`config.mk`:
```
export PLATFORM = sky130hd
export DESIGN_NAME = warp_scheduler_gto
export DESIGN_NICKNAME = d
export VERILOG_FILES = /design/src/rtl/warp_scheduler_gto.sv
export SDC_FILE = /design/constraint.sdc
export NUM_CORES = 1
export LEC_CHECK = 0
export ABC_AREA = 0
export CORE_MARGIN = 3
export CORE_UTILIZATION = 40
export CTS_BUF_LIST = sky130_fd_sc_hd__clkbuf_2
export DETAILED_ROUTE_END_ITERATION = 8
export HOLD_SLACK_MARGIN = 0.1
export PLACE_DENSITY_LB_ADDON = 0.08
export SLEW_MARGIN = 15
export SYNTH_ARGS = -nofsm -noshare
export SYNTH_HDL_FRONTEND = slang
export SYNTH_SLANG_ARGS = --single-unit
```
`constraint.sdc`:
```
create_clock -name clk -period 39.4 [get_ports clk]
set_input_delay 11.82 -clock clk [delete_from_list [all_inputs] [get_ports clk]]
set_output_delay 11.82 -clock clk [all_outputs]
set_load 0.02 [all_outputs]
```
`src/rtl/warp_scheduler_gto.sv`:
```
// Per-cycle warp selector: loose round-robin or greedy-then-oldest, with an age-based
// starvation override, behind a registered valid/ready issue port.
module warp_scheduler_gto #(
   parameter int unsigned WARPS        = 8,
   parameter int unsigned IDW          = 3,
   parameter int unsigned AGEW         = 4,
   parameter int unsigned STARVE_LIMIT = 12
) (
   input  logic             clk,
   input  logic             rst,
   input  logic [WARPS-1:0] ready_mask,
   input  logic             policy,
   input  logic             issue_ready,
   output logic             issue_valid,
   output logic [IDW-1:0]   issue_idx,
   output logic [WARPS-1:0] issue_onehot,
   output logic             starve_flag
);

   localparam logic [AGEW-1:0]  LIMIT   = AGEW'(STARVE_LIMIT);
   localparam logic [AGEW-1:0]  AGE_MAX = '1;
   localparam logic [WARPS-1:0] ONE     = WARPS'(1);

   logic [AGEW-1:0] age [WARPS];
   logic [IDW-1:0]  last_idx;
   logic            last_vld;

   logic            accept;
   logic            load;
   logic            any_ready;
   logic [IDW-1:0]  eff_last;
   logic            eff_vld;

   logic            starve_hit;
   logic [IDW-1:0]  starve_idx;
   logic            best_hit;
   logic [IDW-1:0]  best_idx;
   logic [AGEW-1:0] best_age;
   logic            rr_hit;
   logic [IDW-1:0]  rr_idx;
   logic [IDW-1:0]  scan_idx;
   logic [IDW-1:0]  cand_idx;
   logic            cand_starve;

   assign accept    = issue_valid & issue_ready;
   assign load      = ~issue_valid | issue_ready;
   assign any_ready = |ready_mask;

   // A warp accepted this cycle counts as the most recent issue for the
   // selection that loads in the same cycle, so LRR advances and GTO stays greedy.
   assign eff_last = accept ? issue_idx : last_idx;
   assign eff_vld  = accept | last_vld;

   always_comb begin
      starve_hit = 1'b0;
      starve_idx = '0;
      best_hit   = 1'b0;
      best_idx   = '0;
      best_age   = '0;
      for (int unsigned i = 0; i < WARPS; i++) begin
         if (!starve_hit && ready_mask[IDW'(i)] && (age[IDW'(i)] >= LIMIT)) begin
            starve_hit = 1'b1;
            starve_idx = IDW'(i);
         end
         if (ready_mask[IDW'(i)] && (!best_hit || (age[IDW'(i)] > best_age))) begin
            best_hit = 1'b1;
            best_idx = IDW'(i);
            best_age = age[IDW'(i)];
         end
      end
   end

   always_comb begin
      rr_hit   = 1'b0;
      rr_idx   = '0;
      scan_idx = '0;
      for (int unsigned k = 1; k <= WARPS; k++) begin
         scan_idx = IDW'((32'(eff_last) + k) % WARPS);
         if (!rr_hit && ready_mask[scan_idx]) begin
            rr_hit = 1'b1;
            rr_idx = scan_idx;
         end
      end
   end

   always_comb begin
      cand_idx    = '0;
      cand_starve = 1'b0;
      if (starve_hit) begin
         cand_idx    = starve_idx;
         cand_starve = 1'b1;
      end else if (policy) begin
         if (eff_vld && ready_mask[eff_last]) cand_idx = eff_last;
         else                                 cand_idx = best_idx;
      end else begin
         cand_idx = rr_idx;
      end
   end

   always_ff @(posedge clk) begin
      if (rst) begin
         issue_valid  <= 1'b0;
         issue_idx    <= '0;
         issue_onehot <= '0;
         starve_flag  <= 1'b0;
         last_idx     <= IDW'(WARPS - 1);
         last_vld     <= 1'b0;
         for (int unsigned i = 0; i < WARPS; i++) age[i] <= '0;
      end else begin
         if (accept) begin
            last_idx <= issue_idx;
            last_vld <= 1'b1;
         end
         if (load) begin
            issue_valid  <= any_ready;
            issue_idx    <= any_ready ? cand_idx : '0;
            issue_onehot <= any_ready ? (ONE << cand_idx) : '0;
            starve_flag  <= any_ready & cand_starve;
         end
         for (int unsigned i = 0; i < WARPS; i++) begin
            if (accept && (issue_idx == IDW'(i)))
               age[i] <= '0;
            else if (ready_mask[IDW'(i)] && (age[i] != AGE_MAX))
               age[i] <= age[i] + 1'b1;
         end
      end
   end

endmodule

```
Yosys cells after proc, flatten, opt, wreduce, memory -nomap -nowiden
Memories as Yosys holds them, arrays and structs flattened.
Cells that the tools add are included.
- equality and inequality tests: 15
- order comparisons: 24
- add/subtract/negate cells: 16
- reductions and logical operators: 76
- shift operators: 1
- bitwise gates (word level): 21
- muxes and demuxes: 150
- operators with widths (cell ; number):
    $mux 1 ; 92
    $mux 4 ; 23
    $mux 3 ; 25
    $logic_and 1x1->1 ; 46
    $lt 3x4->1 const B ; 9
    $add 4x1->4 const B ; 8
    $ge 4x4->1 const B ; 8
    $ne 4x4->1 const B ; 8
    $gt 4x4->1 ; 7
    $bmux 1 s3 ; 9
    $logic_not 1->1 ; 21
    $or 1x1->1 ; 18
    $add 3x3->3 const B ; 4
    $eq 3x3->1 const B ; 4
    $mux 8 ; 1
    $reduce_or 8->1 ; 1
    $shl 1x3->8 const A ; 1
    $logic_or 1x1->1 ; 7
    $add 3x1->3 const B ; 2
    $add 3x2->3 const B ; 2
    $eq 3x2->1 const B ; 2
    $eq 3x1->1 const B ; 1
    $logic_not 3->1 ; 1
    $and 1x1->1 ; 2
    $not 1->1 ; 1
- register bits: 17
- word-level logic and storage cells: 310
- memory bits (writable): 32
- memories kept: 1
- memories (name ; depth ; bits a word ; rd ports ; clocked after memory_dff ; write ports ; line ; RTL):
    age ; 8 ; 4 ; 8 ; 0 ; 8 ; 24 ; logic [AGEW-1:0] age [WARPS];

Logic depth before layout (Yosys ltp)
An unclocked memory read counts as a cell.
- word-level depth: 35
- gate-level depth with buffers: 49

Worst setup path after synthesis
No wires, ideal clock.
- path kind: input to register
- from: input port ready_mask[0]
- to: register issue_onehot[0]
- setup time: 101 ps
- stages on the path: 48
- arrival: 21406 ps
- slack: 17893 ps
- cells stage by stage: clkbuf_1 > and2_1 > inv_1 > ha_1 > nand2_1 > o21bai_1 > a21oi_1 > mux2i_1 > inv_1 > ha_1 > nor2b_1 > o211ai_1 > a31o_2 > mux2_2 > inv_1 > ha_1 > nand4_1 > o21ai_0 > [12 not listed] > a21bo_2 > buf_1 > mux2_2 > ha_1 > nor2b_1 > o211ai_1 > a311oi_1 > mux2_2 > ha_1 > and3b_1 > a2111oi_0 > o22ai_1 > nand2_1 > nand2b_1 > nor3_1 > o21ai_0 > o21a_1 > o41ai_1
- cells in the longest elaborated chain, start to end: 34
- ends and longest elaborated chain (what ; line ; RTL):
    start, declared ; 11 ; input logic [WARPS-1:0] ready_mask,
    $mux 4 / $mux 1 (equally long branches) ; 65 ; if (ready_mask[IDW'(i)] && (!best_hit || (age[IDW'(i)] > best_age))) begin
    $gt 4x4->1 / $logic_not 1->1 (equally long branches) ; 65 ;
    $logic_or 1x1->1 ; 65 ;
    $logic_and 1x1->1 ; 65 ;
    $mux 4 / $mux 1 (equally long branches) ; 65 ;
    $gt 4x4->1 / $logic_not 1->1 (equally long branches) ; 65 ;
    $logic_or 1x1->1 ; 65 ;
    $logic_and 1x1->1 ; 65 ;
    [18 not listed] ; n/a ;
    $logic_or 1x1->1 ; 65 ;
    $logic_and 1x1->1 ; 65 ;
    $mux 3 ; 65 ;
    $mux 3 ; 93 ; if (eff_vld && ready_mask[eff_last]) cand_idx = eff_last;
    $mux 3 ; 92 ; end else if (policy) begin
    $mux 3 ; 89 ; if (starve_hit) begin
    $shl 1x3->8 ; 117 ; issue_onehot <= any_ready ? (ONE << cand_idx) : '0;
    $mux 8 * ; 117 ;
    end signal, assigned ; 117 ;
    end, declared ; 16 ; output logic [WARPS-1:0] issue_onehot,
Every way passes the cells marked *; elsewhere a longest branch is shown, timed or not. The select of a mux whose other input is x is not followed.
A chain may end at the register's enable or synchronous reset.

Final worst setup path
- from: input port ready_mask[0]
- to: register issue_onehot[2]
Same word-level chain as after synthesis.

==> impl_metrics.toml <==
[route]
drt-total-wl_um = 12200
vias = 4092
drtIter0Drc = 296
post_drt_wl_per_cell_um = 17.8
drt_first_pass_iters = 5
via_per_inst = 5.97
ant_nets = 0
drc_errors = 0

[synthesis]
syn_inst = 534
synth_flop_cell = "edfxtp_1"
ys_seq_elements = 49
syn-num-nets = 584
synthTopCellsByArea = "edfxtp_1 21%, ha_1 10%, dfxtp_1 7.3%"
async_flop_share_pct = 0
yosysWarnings = 0
synth_area_mm2 = 0.00463
yosys.area.top_type = "edfxtp_1"
ys_seq_area_share_pct = 28.1
syn_avg_cell_area_um2 = 8.68
ys_types = 69
synth_edf_count = 32
yosysTopAreaCellShare_pct = 20.7

[min_path]
hold_path_depth = 2
hold_start = "issue_onehot[1]"
hold_class = "reg2reg"

[critical_path]
startpoint_type = "input port"
arrival_ns = 23.24
endpoint = "issue_onehot[2]"
cp.required_ns = 39.81
r2r_setup_slack_ns = 28.22
reg2reg_from = "age[0][2]"
cp-end-kind = "flop"
cp_common_cell = "ha_1"
reg2reg_to = "issue_onehot[2]"
cp_slowest_cell = "clkdlybuf4s50_1"
reg2reg_depth = 46
startpoint = "ready_mask[0]"
path_max_fanout = 16
cpPeakStageDelay_ns = 0.80
path_class = "in2reg"

[pwr]
p_int_mw = 0.112
peakVddDrop_v = 0.0000153
combPwrFrac_pct = 53.7
switchingPower_mw = 0.0845
power.density_mw_per_mm2 = 39.4
seqPwrFrac_pct = 34.6
sw_frac_of_total_pct = 42.9
pwr-share-clk_pct = 11.8
p_leak_nw = 1.95

[clocking]
postCtsSetupBuffers = 0
ctsHoldBuffers = 0
cts_root_buf = "clkbuf_2"
h-tree-depth = 2
clk_latency_ns = 0.51
cts_buffers = 5
numClockSinks = 49
cts_tree = "yes"
cts_resized = 0
cts.path.max_buffers = 2
path_clk_slew_ns = 0.26

[sta]
slew_headroom_pct = 32.8
tightestPinTransition_ns = 0.999
fmax_mhz = 43.8
fin_crit_sh_pct = 57.9
skew_ns = 0.0340
drv_slew = 0
setup_violations = 0
finalSetupTns_ns = 0
min_period_ns = 22.83
rsz0062_at_grt = "false"
hold_viol_final = 0

[final_layout]
fin_util_pct = 45.1
syn2layout_area_growth_pct = 7.72
fin_cells = 685
insertedDiodeCount = 0
drive_gt1_share_pct = 9.91
nNetsFinal = 594

[placement]
gp_congestion = 0.851
dp_hpwl_um = 9410
portBuffers = 24
dp.cells = 677

[global_routing]
antenna_found_initial = 0
grt_pass1_vias = 3900
grt_max_degree = 20
grt_usage_pct = 19.4
grt_overflow = 0
grt_pass1_wl_um = 20300

[run]
cap_viol_max_count = 0

[floorplan]
start_util_pct = 41.8
chipWidth_um = 114
die_y_um = 114
num_io_pins = 25
fp.dieArea_mm2 = 0.0129
num_rows = 38
placeableCoreArea_mm2 = 0.0111

[status]
outcome = "complete, no violations"
how the worst min path moves through the flow:
stage,slack (ns),to
2_1_floorplan,0.43,last_vld
3_3_place_gp,0.45,last_vld
3_5_place_dp,0.44,issue_onehot[1]
4_1_cts,0.48,issue_onehot[1]
5_1_grt,0.50,issue_onehot[0]
6_report,0.48,issue_onehot[1]
placed cells by master, fill, tap and decap left out, types with 9 or more instances in the layout:
| master | synthesis | routed |
|---|---|---|
| nor2_1 | 51 | 51 |
| nand2_1 | 46 | 46 |
| nand3_1 | 38 | 38 |
| ha_1 | 38 | 38 |
| a21oi_1 | 33 | 33 |
| inv_1 | 33 | 33 |
| edfxtp_1 | 32 | 32 |
| clkdlybuf4s50_1 | 0 | 24 |
| o21ai_0 | 23 | 23 |
| mux2_2 | 20 | 20 |
| dfxtp_1 | 17 | 17 |
| mux2i_1 | 16 | 16 |
| xnor2_1 | 14 | 14 |
| o21a_1 | 9 | 9 |
through the flow:
stage | power (mW) | cell area (um2) | hold WS [ns] | setup WS [ns]
after global placement | 0.172 | 4950 | 0.447 | 16.42
final | 0.197 | 4990 | 0.478 | 16.57
after detailed placement | 0.174 | 4950 | 0.441 | 16.18
after CTS | 0.198 | 4990 | 0.479 | 16.72
after floorplan | 0.148 | 4630 | 0.430 | 17.89
after global routing | 0.214 | 4990 | 0.503 | 15.37
cells in the mapped netlist (6+ instances only):
| cell | n |
|---|---|
| clkbuf_1 | 15 |
| edfxtp_1 | 32 |
| xnor2_1 | 14 |
| nand3_1 | 38 |
| nand4_1 | 7 |
| nor2_1 | 51 |
| o211ai_1 | 8 |
| a21oi_1 | 33 |
| o21ai_0 | 23 |
| a211oi_1 | 7 |
| nand2b_1 | 8 |
| mux2_2 | 20 |
| mux2i_1 | 16 |
| nor2b_1 | 8 |
| dfxtp_1 | 17 |
| xor2_1 | 6 |
| nor3_1 | 7 |
| nand2_1 | 46 |
| ha_1 | 38 |
| inv_1 | 33 |
| mux4_2 | 7 |
| o21a_1 | 9 |
area by class of cell:
cell class / instances / area (um2)
Fill cell: 1141 / 6090
Multi-Input combinational cell: 429 / 3100
Sequential cell: 49 / 1300
Timing Repair Buffer: 24 / 240
Tap cell: 140 / 175
Inverter: 35 / 134
Clock buffer: 5 / 25.0
Clock inverter: 3 / 20.0
routing by layer:
| metal | routed length (um) | global-route usage (%) | up-vias | part of all wire (%) |
|---|---|---|---|---|
| met5 | 0 | 0 | - | 0 |
| met4 | 142 | 4.25 | 0 | 1.2 |
| met3 | 512 | 3.18 | 12 | 4.2 |
| met2 | 5480 | 30.4 | 90 | 45 |
| met1 | 6080 | 28.2 | 1972 | 50 |
| li1 | - | - | 2018 | - |
kinds of logic (layout without fill, tap and decap cells):
logic type	count (synthesis)	after routing	share of synthesized area, %
simple gates	188	188	20.0
compound gates	139	139	20.8
buf+inv	56	67	5.10
flops	49	49	28.1
mux	44	44	12.0
fa+ha+maj	38	38	10.3
xor+xnor	20	20	3.78
state kept, by name, indices dropped and copies added (netlist names):
signal and cells:
last_vld 1, last_idx 3, age 32, starve_flag 1, issue_valid 1, issue_onehot 8
issue_idx 3
power groups by stage:
stage | logic (mW) | clock network (mW) | registers (mW)
floorplan | 0.0783 | 0 | 0.0693
global placement | 0.103 | 0 | 0.0691
detailed placement | 0.105 | 0 | 0.0692
CTS | 0.105 | 0.0247 | 0.0681
global route | 0.118 | 0.0265 | 0.0692
finish | 0.106 | 0.0232 | 0.0681
critical path: cells and delay by family:
kind | cells | cell delay (ns)
AOI/OAI and AO/OA | 18 | 4.79
buffers and inverters | 4 | 0.99
and+or+nand+nor | 12 | 1.50
muxes | 6 | 2.22
adders and majority gates | 7 | 1.91
No activity file was read; power rests on OpenSTA's default activity.
